==> src/rtl/mult_pkg.sv <==
// Shared definitions for the 4x4 multiplier datapath: default widths and
// the product accumulator state encoding.
package mult_pkg;

  localparam int DEFAULT_PROD_W = 8;   // 4x4 multiplier product width
  localparam int DEFAULT_ACC_W  = 12;  // group sum width, wraps modulo 2^ACC_W
  localparam int DEFAULT_CNT_W  = 4;   // beat counter width, saturating

  typedef enum logic {
    ACCUM = 1'b0,  // collecting product beats
    DONE  = 1'b1   // holding a finished group until accepted
  } acc_state_e;

endpackage

==> src/rtl/product_accumulator.sv <==
// Sums a stream of unsigned products into groups closed by a last-tagged
// beat, then presents the registered sum, beat count and carry-out flag on
// an output handshake. One beat per cycle while accumulating.
module product_accumulator
  import mult_pkg::*;
#(
  parameter int PROD_W = DEFAULT_PROD_W,
  parameter int ACC_W  = DEFAULT_ACC_W,
  parameter int CNT_W  = DEFAULT_CNT_W
) (
  input  logic              clk,
  input  logic              rst,
  input  logic              clr,
  input  logic              in_valid,
  output logic              in_ready,
  input  logic [PROD_W-1:0] in_product,
  input  logic              in_last,
  output logic              out_valid,
  input  logic              out_ready,
  output logic [ACC_W-1:0]  out_sum,
  output logic [CNT_W-1:0]  out_count,
  output logic              out_overflow
);

  acc_state_e       r_state;
  logic [ACC_W-1:0] r_acc;
  logic [CNT_W-1:0] r_count;
  logic             r_overflow;
  logic             r_out_valid;
  logic [ACC_W-1:0] r_out_sum;
  logic [CNT_W-1:0] r_out_count;
  logic             r_out_overflow;

  logic [ACC_W:0]   w_sum_ext;
  logic [ACC_W-1:0] w_acc_next;
  logic             w_overflow_next;
  logic [CNT_W-1:0] w_count_next;

  // One extra bit on the adder captures the carry out of the accumulator.
  assign w_sum_ext       = {1'b0, r_acc} + (ACC_W + 1)'(in_product);
  assign w_acc_next      = w_sum_ext[ACC_W-1:0];
  assign w_overflow_next = r_overflow | w_sum_ext[ACC_W];
  assign w_count_next    = (&r_count) ? r_count : r_count + 1'b1;

  // Ready is a pure state decode so no input reaches it combinationally.
  assign in_ready     = (r_state == ACCUM);
  assign out_valid    = r_out_valid;
  assign out_sum      = r_out_sum;
  assign out_count    = r_out_count;
  assign out_overflow = r_out_overflow;

  // Group FSM: accumulate beats, latch the result on last, hold until taken.
  // NOTE: state uses non-blocking assignments so every register samples the
  // pre-edge values, independent of statement order.
  always_ff @(posedge clk) begin
    if (rst) begin
      r_state        <= ACCUM;
      r_acc          <= '0;
      r_count        <= '0;
      r_overflow     <= 1'b0;
      r_out_valid    <= 1'b0;
      r_out_sum      <= '0;
      r_out_count    <= '0;
      r_out_overflow <= 1'b0;
    end else if (clr) begin
      // Abort: drop the partial group, any pending result and any beat now.
      r_state     <= ACCUM;
      r_acc       <= '0;
      r_count     <= '0;
      r_overflow  <= 1'b0;
      r_out_valid <= 1'b0;
    end else begin
      case (r_state)
        ACCUM: begin
          if (in_valid) begin
            if (in_last) begin
              r_out_sum      <= w_acc_next;
              r_out_count    <= w_count_next;
              r_out_overflow <= w_overflow_next;
              r_out_valid    <= 1'b1;
              r_state        <= DONE;
              r_acc          <= '0;
              r_count        <= '0;
              r_overflow     <= 1'b0;
            end else begin
              r_acc      <= w_acc_next;
              r_count    <= w_count_next;
              r_overflow <= w_overflow_next;
            end
          end
        end
        DONE: begin
          // Result registers keep their values; only valid drops on accept.
          if (r_out_valid && out_ready) begin
            r_out_valid <= 1'b0;
            r_state     <= ACCUM;
          end
        end
        default: r_state <= ACCUM;
      endcase
    end
  end

endmodule

==> config.mk <==
export PLATFORM = sky130hd
export DESIGN_NAME = product_accumulator
export DESIGN_NICKNAME = d
export VERILOG_FILES = /design/src/rtl/mult_pkg.sv /design/src/rtl/product_accumulator.sv
export SDC_FILE = /design/constraint.sdc
export NUM_CORES = 1
export LEC_CHECK = 0
export BUFFER_PORTS_ARGS = -buffer_cell sky130_fd_sc_hd__buf_4
export CAP_MARGIN = 10
export CORE_ASPECT_RATIO = 2
export CORE_MARGIN = 4
export CORE_UTILIZATION = 45
export DETAILED_ROUTE_END_ITERATION = 6
export PLACE_DENSITY = 0.7
export SKIP_LAST_GASP = 1
export SLEW_MARGIN = 20
export SYNTH_ARGS = -nofsm -noshare
export SYNTH_HDL_FRONTEND = slang
export SYNTH_SLANG_ARGS = --single-unit
==> constraint.sdc <==
create_clock -name clk -period 2.4 [get_ports clk]
set_input_delay 0.48 -clock clk [delete_from_list [all_inputs] [get_ports clk]]
set_output_delay 0.48 -clock clk [all_outputs]
set_load 0.01 [all_outputs]
==> results.md, run 1 <==
- The clock buffer count from CTS is 5.
- In this run, synthesis produced a sequential element count of 36.
- The endpoint required time on the critical path is 2.61 ns.
- Across the run, the number of max-cap violations was 0.
- The fraction of layout cells with a size suffix above 1 is 20.9%.
- The worst clock skew on the final layout is 0.00479 ns.
- The library cell used most frequently in the layout, excluding fill and tap cells, is sky130_fd_sc_hd__buf_4.
- The deepest clock path buffer count is 2.
- Summing the sequential cell areas from Yosys gives 36.7% of the chip area.
- The simple logic cell fraction of the synthesized area is 27.5%.
- Measured in cells, the most critical reg-to-reg path has a length of 8.
- Data on the critical path arrives at its endpoint at 2.28 ns.
- The minimum clock period is 2.07 ns.
- Along the worst path, the maximum fanout reaches 3.
- At the end of routability-driven placement, the weighted congestion stood at 0.851.
- The H-tree was split into 2 levels.
- The number of antenna repair diodes is 0.
- Based on the critical path, the design can be clocked at up to 483 MHz.
- The wire length of the first global-routing pass is 8580 µm.
- 33 I/O pins were placed.
- The tree is rooted in a sky130_fd_sc_hd__clkbuf_8.
- The nature of the critical path endpoint is a flop.
- The share of the clock period used by the worst path after layout is 86.3%.
- Tracing the worst setup path back leads to its startpoint at r_acc[0]$_SDFFE_PP0P_.
- VDD sags by at most 0.562 mV.
- The portion of netlist area occupied by mux cells is 1.02%.
- The capturing element of the worst setup path is out_sum[10]$_SDFFE_PP0P_.
- The detailed router placed 1897 vias in this run.
- The horizontal die dimension is 54.7 µm.
- Entering global routing, the biggest net connects 28 pins.
- The worst hold path begins at r_acc[0]$_SDFFE_PP0P_.
- Row generation in the floorplan step produced 33 rows.
- The run finished with clean final reports.
- Once the floorplan was initialized, standard cells occupied 47.1% of the core.
- The average wire length per cell after detail routing is 15.6 µm.
- Summed over all layers, the global routing overflow is 0.
- The mapped netlist covers 0.00197 mm².
- The analysis attributes to cell leakage a power of 0.950 nW.
- The number of warnings printed during yosys synthesis is 0.
- The power per unit of standard cell area is 549 mW/mm².
- The length of the first detailed-routing pass in iterations is 4.
- The startpoint kind of the worst setup timing path is a flop.
- The count of final setup violators is 0.
- The clock transition at the register clock pins on the worst setup and hold paths after CTS is 0.07 ns.
- Of the total synthesized cell area, the portion taken by XOR and XNOR cells is 3.12%.
- The post-synthesis net count is 259.
- The worst slack at placement is 0.0832 ns.
- The utilization after layout is 58.4%.
- The final layout contains routed wiring with a total length of 5130 µm.
- The adder and majority cell fraction of the synthesized area is 6.75%.
- The type of the setup path with the least slack is reg -> reg.
- The sink count of the clock tree is 36.
- Port buffering added 32 buffers.
- TritonCTS built the clock tree.
- The clock reaches the later pin of the worst-skew pair after 0.29 ns.
- The finished layout cell area is 0.00244 mm².
- Across all register-to-register paths, the minimum setup slack is 0.33 ns.
- The initial antenna violation count was 0.
- The residual DRC count is 0.
- The detailed-route vias per instance is 5.77.
- After clock tree synthesis, the setup repair step added 0 buffers.
- By area, the combinational part of the netlist is dominated by simple AND/OR/NAND/NOR gates.
- The headroom to the max-slew limit is 71.3%.
- For this run, the total global-route usage over all layers was measured as 21.1%.
- The number of hold violations in the final report is 0.
- The synthesized design contains 0 enable-type register cells.
- Setup repair after global routing left no endpoint under its margin.
- The area of the core is 0.00417 mm².
- The completed layout was analyzed and its total power is 1.34 mW.
- The die covers 0.00555 mm².
- The library cells used most frequently in the layout, excluding fill and tap cells, are sky130_fd_sc_hd__buf_4, sky130_fd_sc_hd__dfxtp_1, sky130_fd_sc_hd__nand2_1, sky130_fd_sc_hd__nor2_1, sky130_fd_sc_hd__a21oi_1.
- The share of the synthesized area in compound gates (AO/OA/AOI/OAI) is 21.2%.
- Detailed placement finished with a half-perimeter wire length of 3830 µm.
- The die is 101 µm tall.
- The count of cells resized by post-cts repair is 0.
- In this run the critical register-to-register path is launched from r_acc[0]$_SDFFE_PP0P_.
- The count of cell types in the netlist is 51.
- The setup TNS is 0 ns.
- After the first detailed-routing iteration, the DRC count stood at 100.
- The placed instances occupy a cell area of 0.00233 mm².
- The post-synthesis instance total is 235.
- The cts-stage hold buffer count is 0.
- The most instantiated flip-flop cell in the synthesis netlist is sky130_fd_sc_hd__dfxtp_1.
- The class of the worst hold path is reg -> reg.
- Once detail routing completed, the nets flagged for antenna violations numbered 0.
- The max-slew violation count is 0.
- For this run, the post-layout net count is 300.
- The critical register-to-register path endpoint is out_sum[10]$_SDFFE_PP0P_.
- At the pin with the least slew margin, the transition time is 0.420 ns.
- The share of flip-flops with an asynchronous set or reset is 0%.
- The final worst slack is 0.330 ns.
- The mean post-synth cell area is 8.36 µm².
- The number of global-route vias before repair is 1898.
- From synthesis to final layout, the design area changed by 23.9%.
stage by stage:
stage	hold slack (ns)	instances
finish	0.458	329
detailed placement	0.447	321
CTS	0.463	329
floorplan	0.424	235
global placement	0.437	321
global route	0.481	329
sequential cells by signal (all words and copies together) (netlist names):
register	flops
out_sum	12
r_acc	12
out_count	4
r_count	4
out_overflow	1
out_valid	1
r_overflow	1
r_state	1
logic make-up (layout without fill, tap and decap cells):
kind of cell               count (synthesis)  after routing
and+or+nand+nor                          103            103
adders and majority gates                 10             10
xor gates and xnor gates                   7              7
AOI/OAI and AO/OA                         58             58
muxes                                      2              2
DFF                                       36             36
buffers and inverters                     19             61
worst max-delay path, cell delays in order (launching register included):
cell and delay [ns]:
sky130_fd_sc_hd__dfxtp_1 0.33, sky130_fd_sc_hd__ha_1 0.16, sky130_fd_sc_hd__inv_1 0.06, sky130_fd_sc_hd__fa_1 0.38, sky130_fd_sc_hd__and4b_1 0.32, sky130_fd_sc_hd__o41ai_4 0.09
sky130_fd_sc_hd__a211oi_2 0.32, sky130_fd_sc_hd__xnor2_1 0.12, sky130_fd_sc_hd__a211oi_1 0.22
how the worst min path moves through the flow:
stage,cells past startpoint,endpoint,slack (ns)
after CTS,2,r_acc[0]$_SDFFE_PP0P_,0.46
after detailed placement,2,out_sum[4]$_SDFFE_PP0P_,0.45
after floorplan,2,r_acc[5]$_SDFFE_PP0P_,0.42
after global routing,2,r_acc[0]$_SDFFE_PP0P_,0.48
final,2,r_acc[0]$_SDFFE_PP0P_,0.46
after global placement,2,r_acc[5]$_SDFFE_PP0P_,0.44
power breakdown:
group          internal, mW  leakage, nW  total [mW]  switching (mW)
logic                0.0811        0.603       0.187           0.105
clock network         0.308       0.0552       0.529           0.221
registers             0.612        0.292       0.621         0.00918
total                  1.00        0.950        1.34           0.336
synthesized netlist by cell type, types with 5 or more instances:
| master | instances | area [µm²] |
|---|---|---|
| sky130_fd_sc_hd__inv_1 | 7 | 26.3 |
| sky130_fd_sc_hd__nand3_1 | 10 | 50.1 |
| sky130_fd_sc_hd__xnor2_1 | 7 | 61.3 |
| sky130_fd_sc_hd__nand2_1 | 25 | 93.8 |
| sky130_fd_sc_hd__nand3b_1 | 7 | 52.6 |
| sky130_fd_sc_hd__nor2_1 | 22 | 82.6 |
| sky130_fd_sc_hd__o21ai_0 | 6 | 30.0 |
| sky130_fd_sc_hd__a211oi_1 | 7 | 52.6 |
| sky130_fd_sc_hd__a21oi_1 | 19 | 95.1 |
| sky130_fd_sc_hd__ha_1 | 9 | 113 |
| sky130_fd_sc_hd__clkbuf_1 | 8 | 30.0 |
| sky130_fd_sc_hd__or4_1 | 5 | 37.5 |
| sky130_fd_sc_hd__dfxtp_1 | 36 | 721 |
| sky130_fd_sc_hd__nor3_1 | 8 | 40.0 |
final cells by class:
type / instances / area [µm²]
clock buffers: 6 / 72.6
clock inverters: 2 / 35.0
fillers: 403 / 1730
inverters: 7 / 26.3
multi-input cells: 180 / 1170
flip-flops and latches: 36 / 721
well taps: 52 / 65.1
repair buffers: 46 / 345
per-layer routing:
layer	vias up	wire, µm	global-route usage, %
li1	942	-	-
met2	63	2820	35.9
met4	0	204	13.1
met5	-	0	0
met3	15	241	4.42
met1	877	1870	22.2
(Power assumes the default switching activity.)
==> run 2, diff against run 1 <==
- ABC_CLOCK_PERIOD_IN_PS: unset -> 2400
- BUFFER_PORTS_ARGS: -buffer_cell sky130_fd_sc_hd__buf_4 -> unset
- DONT_BUFFER_PORTS: unset -> 1
- MAX_ROUTING_LAYER: unset -> met4
- PLACE_DENSITY: 0.7 -> 0.64
==> run 2 against run 1 <==
  * Global-route usage rose by 0.49 points
  * Final cell count down 11%
  * Worst hold slack got worse by 0.19 ns
  * First-iteration DRC count down 74%
  * Final area is 11% lower
  * Worst setup slack better by 0.0032 ns
  * Largest cell class unchanged
  * Largest power group unchanged
==> results.md, run 2 (synthesis gave the netlist of run 1 again) <==
- The worst path buffer plus inverter count is 1 (unchanged).
- The post-CTS setup-driven buffer insertion count is 0 (unchanged).
- The die area is 0.00555 mm² (unchanged).
- The net count reported at finish is 264 (was 300).
- The initial cell density of the core is 47.1% (unchanged).
- The via count was 1798 (was 1897).
- The critical register-to-register path endpoint is out_sum[6]$_SDFFE_PP0P_ (was out_sum[10]$_SDFFE_PP0P_).
- The total track usage is 21.5% (was 21.1%).
- The sink count of the clock tree was 36 (unchanged).
- The initial antenna violation count is 0 (unchanged).
- The max-slew violation count is 0 (unchanged).
- The count of cells resized by post-cts repair is 0 (unchanged).
- Leading cell types in the layout, fill and taps excluded: sky130_fd_sc_hd__dfxtp_1, sky130_fd_sc_hd__nand2_1, sky130_fd_sc_hd__nor2_1, sky130_fd_sc_hd__a21oi_1 (was sky130_fd_sc_hd__buf_4, sky130_fd_sc_hd__dfxtp_1, sky130_fd_sc_hd__nand2_1, sky130_fd_sc_hd__nor2_1, sky130_fd_sc_hd__a21oi_1).
- CP Cell Sequence: ha_1, inv_1, fa_1, and4b_1, o41ai_4, nand2b_1, nor4b_1, a211o_1 (was ha_1, inv_1, fa_1, and4b_1, o41ai_4, a211oi_2, xnor2_1, a211oi_1).
- The clock latency on the worst-skew pair is 0.28 ns (was 0.29 ns).
- The path depth of the worst reg2reg path is 8 (unchanged).
- The data arrival at the endpoint of the critical path is 2.30 ns (was 2.28 ns).
- The worst slack at placement was 0.146 ns (was 0.0832 ns).
- The clock transition at the register clock pins on the worst setup and hold paths after CTS was 0.07 ns (about the same).
- The root cell of the clock tree is sky130_fd_sc_hd__clkbuf_8 (unchanged).
- The violation count after the first detailed-route iteration is 26 (was 100).
- Run status: finished clean (unchanged).
- The deepest clock path buffer count is 2 (unchanged).
- The remaining global-route overflow was 0 (unchanged).
- The worst clock skew on the final layout came to 0.00324 ns (was 0.00479 ns).
- The height of the chip came to 101 µm (unchanged).
- The total detailed-routing wirelength was 5180 µm (was 5130 µm).
- The worst-path cell with the longest stage delay is sky130_fd_sc_hd__nor4b_1 (was sky130_fd_sc_hd__fa_1).
- The largest fanout of any net on the critical path is 4 (was 3).
- The minimum clock period is 2.07 ns (about the same).
- The wire length of the first global-routing pass is 8420 µm (was 8580 µm).
- The type of the setup path with the least slack was reg -> reg (unchanged).
- The nature of the critical path endpoint is a flop (unchanged).
- The critical path startpoint is r_acc[0]$_SDFFE_PP0P_ (unchanged).
- The transition time at the pin with the least slew margin is 0.657 ns (was 0.420 ns).
- The fraction of layout cells with a size suffix above 1 came to 9.13% (was 20.9%).
- The length of the first detailed-routing pass in iterations is 6 (was 4).
- The last weighted congestion value of the routability-driven placer is 0.842 (was 0.851).
- The CTS tree is built (unchanged).
- The maximum level of the CTS H-tree was 2 (unchanged).
- The number of global-route vias before repair is 1777 (was 1898).
- The area of the core is 0.00417 mm² (unchanged).
- The detailed-route vias per instance is 6.14 (was 5.77).
- The share of the clock period used by the worst path after layout came to 86.1% (was 86.3%).
- The maximum single-stage delay on the critical path is 0.36 ns (was 0.38 ns).
- The number of hold violations in the final report is 0 (unchanged).
- The placement row count came to 33 (unchanged).
- The capturing element of the worst setup path is out_sum[6]$_SDFFE_PP0P_ (was out_sum[10]$_SDFFE_PP0P_).
- The clock buffer count from CTS is 5 (unchanged).
- The horizontal die dimension came to 54.7 µm (unchanged).
- The number of antenna repair diodes is 0 (unchanged).
- The endpoint required time on the critical path was 2.63 ns (was 2.61 ns).
- The most common cell after layout, fill and taps aside is sky130_fd_sc_hd__dfxtp_1 (was sky130_fd_sc_hd__buf_4).
- The estimated wirelength of the detail-placed design is 3870 µm (was 3830 µm).
- The final antenna-violating net count is 0 (unchanged).
- The quantity of I/O buffers inserted on ports is 0 (was 32).
- The synthesis-to-finish area growth was 10.2% (was 23.9%).
- The leakage power summed over all cells is 0.768 nW (was 0.950 nW).
- The number of top-level pins is 33 (unchanged).
- The final worst slack came to 0.333 ns (was 0.330 ns).
- The reported max-cap violation count is 0 (unchanged).
- The flop-to-flop setup slack was 0.33 ns (about the same).
- The top cell family by delay on the critical path is simple AND/OR/NAND/NOR gates (was compound AO/OA/AOI/OAI gates).
- The class of the worst hold path was in -> reg (was reg -> reg).
- The residual DRC count is 0 (unchanged).
- Unrepaired setup endpoints after global routing: false (unchanged).
- The number of gates on the worst path with buffers counted came to 8 (unchanged).
- The power per unit of standard cell area was 596 mW/mm² (was 549 mW/mm²).
- The headroom to the max-slew limit came to 56.1% (was 71.3%).
- The count of final setup violators is 0 (unchanged).
- The setup TNS is 0 ns (unchanged).
- The worst supply voltage drop on vdd is 0.418 mV (was 0.562 mV).
- The maximum clock rate came to 484 MHz (was 483 MHz).
- The cts-stage hold buffer count was 0 (unchanged).
- The startpoint kind of the worst setup timing path is a flop (unchanged).
- The startpoint of the lowest-slack register-to-register path was r_acc[0]$_SDFFE_PP0P_ (unchanged).
- The average wire length per cell after detail routing was 17.7 µm (was 15.6 µm).
- The largest net degree at the start of global routing is 28 (unchanged).
-- run 2: cell count changes in the layout (fill, tap and decap cells not counted), sizes merged --
cell	previous run	this run
buf	46	10
-- run 2: report_power, final --
group / switching (mW) / internal, mW / leakage (nW)
Sequential: 0.0159 / 0.612 / 0.292
Combinational: 0.0814 / 0.0518 / 0.421
Clock: 0.221 / 0.308 / 0.0552
-- run 2: through the flow --
| stage | instance area [µm²] | total power [mW] | instances | util, % | hold slack, ns |
|---|---|---|---|---|---|
| after floorplan | 1970 | 0.740 | 235 | - | 0.424 |
| after global placement | 2060 | 0.775 | 285 | 49.4 | 0.438 |
| after detailed placement | 2060 | 0.776 | 285 | 49.4 | 0.449 |
| after CTS | 2170 | 1.31 | 293 | 51.9 | 0.244 |
| after global routing | 2170 | 1.35 | 293 | 51.9 | 0.245 |
| final | 2170 | 1.29 | 293 | 51.9 | 0.268 |
-- run 2: worst reg2reg max path: stages (launching register included) --
cell	delay, ns
sky130_fd_sc_hd__dfxtp_1	0.32
sky130_fd_sc_hd__ha_1	0.18
sky130_fd_sc_hd__inv_1	0.07
sky130_fd_sc_hd__fa_1	0.22
sky130_fd_sc_hd__and4b_1	0.23
sky130_fd_sc_hd__o41ai_4	0.30
sky130_fd_sc_hd__nand2b_1	0.20
sky130_fd_sc_hd__nor4b_1	0.36
sky130_fd_sc_hd__a211o_1	0.15
-- run 2: metal layers --
layer | global-route usage, % | wire (µm)
met5 | - | 0
met3 | 4.57 | 264
met4 | 9.79 | 141
met2 | 36.4 | 2840
met1 | 22.8 | 1940
-- run 2: worst min-delay path by stage --
| stage | startpoint | to | cells past startpoint |
|---|---|---|---|
| 6_report | rst | out_sum[4]$_SDFFE_PP0P_ | 1 |
| 5_1_grt | rst | out_count[3]$_SDFFE_PP0P_ | 1 |
| 4_1_cts | rst | out_sum[2]$_SDFFE_PP0P_ | 1 |
| 3_5_place_dp | r_acc[5]$_SDFFE_PP0P_ | r_acc[5]$_SDFFE_PP0P_ | 2 |
| 3_3_place_gp | r_acc[5]$_SDFFE_PP0P_ | r_acc[5]$_SDFFE_PP0P_ | 2 |
| 2_1_floorplan | r_acc[5]$_SDFFE_PP0P_ | r_acc[5]$_SDFFE_PP0P_ | 2 |
-- run 2: area by class of cell --
class | instances | area, µm²
clock inverter | 2 | 35.0
tap | 52 | 65.1
clock buffer | 6 | 72.6
sequential | 36 | 721
inverter | 7 | 26.3
fill | 428 | 2000
multi-input combinational | 180 | 1170
timing repair buffer | 10 | 75.1
==> run 3, diff against run 2 <==
- CORE_MARGIN: 4 -> 8
- REMOVE_ABC_BUFFERS: unset -> 1
==> run 3 against run 2 <==
  * Utilization decreased by 1.2 points
  * First-iteration DRC count increased by 23%
  * Global-route usage is 6.6 points lower
  * Via count decreased by 3.3%
  * Non-clock buffer count stayed put
  * Combinational power down 5%
  * Clock-buffer cell count did not move
  * Final cell count increased by 0.68%
  * Power decreased by 5.9%
  * Largest cell class unchanged
==> results.md, run 3 (synthesis gave the netlist of run 1 again) <==
- The cts-stage hold buffer count is 0 (unchanged).
- The clock latency on the worst-skew pair is 0.29 ns (was 0.28 ns).
- The number of global-route vias before repair is 1660 (was 1777).
- The fraction of layout cells with a size suffix above 1 is 9.54% (was 9.13%).
- The last weighted congestion value of the routability-driven placer was 0.837 (was 0.842).
- The average wire length per cell after detail routing came to 16.0 µm (was 17.7 µm).
- The violation count after the first detailed-route iteration was 32 (was 26).
- The leakage power summed over all cells was 0.764 nW (was 0.768 nW).
- The number of standard cells in the final layout excluding fillers is 295 (was 293).
- The largest net degree at the start of global routing is 28 (unchanged).
- The estimated wirelength of the detail-placed design is 3470 µm (was 3870 µm).
- The path depth of the worst reg2reg path is 8 (unchanged).
- The reported max-cap violation count is 0 (unchanged).
- The residual DRC count is 0 (unchanged).
- The count of cells resized by post-cts repair is 0 (unchanged).
- The quantity of I/O buffers inserted on ports is 0 (unchanged).
- The class of the worst hold path is in -> reg (unchanged).
- The horizontal die dimension came to 62.7 µm (was 54.7 µm).
- The area of the core is 0.00425 mm² (was 0.00417 mm²).
- The maximum single-stage delay on the critical path is 0.37 ns (was 0.36 ns).
- The count of final setup violators is 0 (unchanged).
- Unrepaired setup endpoints after global routing: false (unchanged).
- The worst hold endpoint is out_sum[2]$_SDFFE_PP0P_ (was out_sum[4]$_SDFFE_PP0P_).
- The maximum clock rate is 473 MHz (was 484 MHz).
- The setup TNS came to 0 ns (unchanged).
- The clock buffer count from CTS is 5 (unchanged).
- The deepest clock path buffer count is 2 (unchanged).
- Run status: finished clean (unchanged).
- The critical register-to-register path endpoint is r_acc[8]$_SDFFE_PP0P_ (was out_sum[6]$_SDFFE_PP0P_).
- The detailed-route vias per instance is 5.89 (was 6.14).
- The hold path startpoint is rst (unchanged).
- The data arrival at the endpoint of the critical path is 2.34 ns (was 2.30 ns).
- The height of the chip came to 109 µm (was 101 µm).
- The total detailed-routing wirelength is 4720 µm (was 5180 µm).
- The headroom to the max-slew limit is 60.7% (was 56.1%).
- The most common cell after layout, fill and taps aside is sky130_fd_sc_hd__dfxtp_1 (unchanged).
- The initial cell density of the core is 46.2% (was 47.1%).
- The post-CTS setup-driven buffer insertion count came to 0 (unchanged).
- The transition time at the pin with the least slew margin is 0.588 ns (was 0.657 ns).
- The depth of the worst hold-timing path is 1 (unchanged).
- The share of the clock period used by the worst path after layout is 88.0% (was 86.1%).
- The max-slew violation count was 0 (unchanged).
- The startpoint kind of the worst setup timing path was a flop (unchanged).
- The startpoint of the lowest-slack register-to-register path was r_acc[0]$_SDFFE_PP0P_ (unchanged).
- The CTS tree was built (unchanged).
- The power per unit of standard cell area is 563 mW/mm² (was 596 mW/mm²).
- The overall power of the completed layout is 1.21 mW (was 1.29 mW).
- The initial antenna violation count is 0 (unchanged).
- CP Cell Sequence: ha_1, inv_1, fa_1, and4b_1, o41ai_4, a21oi_2, or3b_1, a31oi_1 (was ha_1, inv_1, fa_1, and4b_1, o41ai_4, nand2b_1, nor4b_1, a211o_1).
- The synthesis-to-finish area growth came to 9.74% (was 10.2%).
- The wire length of the first global-routing pass is 7980 µm (was 8420 µm).
- The endpoint required time on the critical path was 2.63 ns (about the same).
- The flop-to-flop setup slack is 0.29 ns (was 0.33 ns).
- The worst supply voltage drop on vdd is 0.484 mV (was 0.418 mV).
- The maximum level of the CTS H-tree came to 2 (unchanged).
- The minimum clock period is 2.11 ns (was 2.07 ns).
- The nature of the critical path endpoint is a flop (unchanged).
- The largest fanout of any net on the critical path is 5 (was 4).
- The number of antenna repair diodes came to 0 (unchanged).
- The root cell of the clock tree is sky130_fd_sc_hd__clkbuf_8 (unchanged).
- The die area was 0.00687 mm² (was 0.00555 mm²).
- The total track usage is 14.9% (was 21.5%).
- The number of placed cells counting well taps was 287 (was 285).
- The worst-path cell with the longest stage delay was sky130_fd_sc_hd__or3b_1 (was sky130_fd_sc_hd__nor4b_1).
- The length of the first detailed-routing pass in iterations is 4 (was 6).
- The number of top-level pins came to 33 (unchanged).
- The worst clock skew on the final layout was 0.00579 ns (was 0.00324 ns).
- The number of hold violations in the final report is 0 (unchanged).
- The placement row count was 34 (was 33).
- The sink count of the clock tree is 36 (unchanged).
- The remaining global-route overflow is 0 (unchanged).
- Leading cell types in the layout, fill and taps excluded: sky130_fd_sc_hd__dfxtp_1, sky130_fd_sc_hd__nand2_1, sky130_fd_sc_hd__nor2_1, sky130_fd_sc_hd__a21oi_1 (unchanged).
- The clock transition at the register clock pins on the worst setup and hold paths after CTS is 0.08 ns (was 0.07 ns).
- The type of the setup path with the least slack is reg -> reg (unchanged).
- The net count reported at finish is 264 (unchanged).
- The via count is 1739 (was 1798).
- The final antenna-violating net count came to 0 (unchanged).
-- run 3: power breakdown --
group,switching [mW],internal [mW]
clock,0.225,0.234
combinational,0.0753,0.0515
sequential,0.0159,0.612
total,0.316,0.898
-- run 3: through the flow --
step	utilization, %	cell area (µm²)	hold slack (ns)	worst slack, ns
2_1_floorplan	-	1920	0.424	0.269
3_3_place_gp	48.4	2060	0.436	0.186
3_5_place_dp	48.4	2060	0.447	0.120
4_1_cts	50.7	2160	0.237	0.276
5_1_grt	50.7	2160	0.240	0.114
6_report	50.7	2160	0.254	0.287
-- run 3: area by class of cell --
type                    instances  area [µm²]
fillers                       439        2100
clock inverters                 2        13.8
flip-flops and latches         36         721
multi-input cells             180        1170
inverters                       7        26.3
well taps                      54        67.6
clock buffers                   6        82.6
repair buffers                 10        75.1
-- run 3: worst max path at each step --
stage	start	endpoint	depth (start not counted)
after floorplan	in_product[0]	r_acc[8]$_SDFFE_PP0P_	8
after global routing	r_acc[0]$_SDFFE_PP0P_	r_acc[8]$_SDFFE_PP0P_	8
after CTS	r_acc[0]$_SDFFE_PP0P_	r_acc[8]$_SDFFE_PP0P_	8
after detailed placement	in_product[0]	r_acc[8]$_SDFFE_PP0P_	8
after global placement	in_product[0]	r_acc[8]$_SDFFE_PP0P_	8
final	r_acc[0]$_SDFFE_PP0P_	r_acc[8]$_SDFFE_PP0P_	8
-- run 3: per-layer routing --
metal	wire, µm	GRT usage [%]
met1	2020	15.7
met3	249	3.88
met5	0	-
met2	2330	25.1
met4	124	8.05
-- run 3: critical path, delay by kind of cell, from the launching register on --
family                   cells  cell delay [ns]
AO/OA/AOI/OAI                3             0.64
AND/OR/NAND/NOR              2             0.61
adder cells (fa/ha/maj)      2             0.41
buffers and inverters        1             0.07
flip-flops                   1             0.32
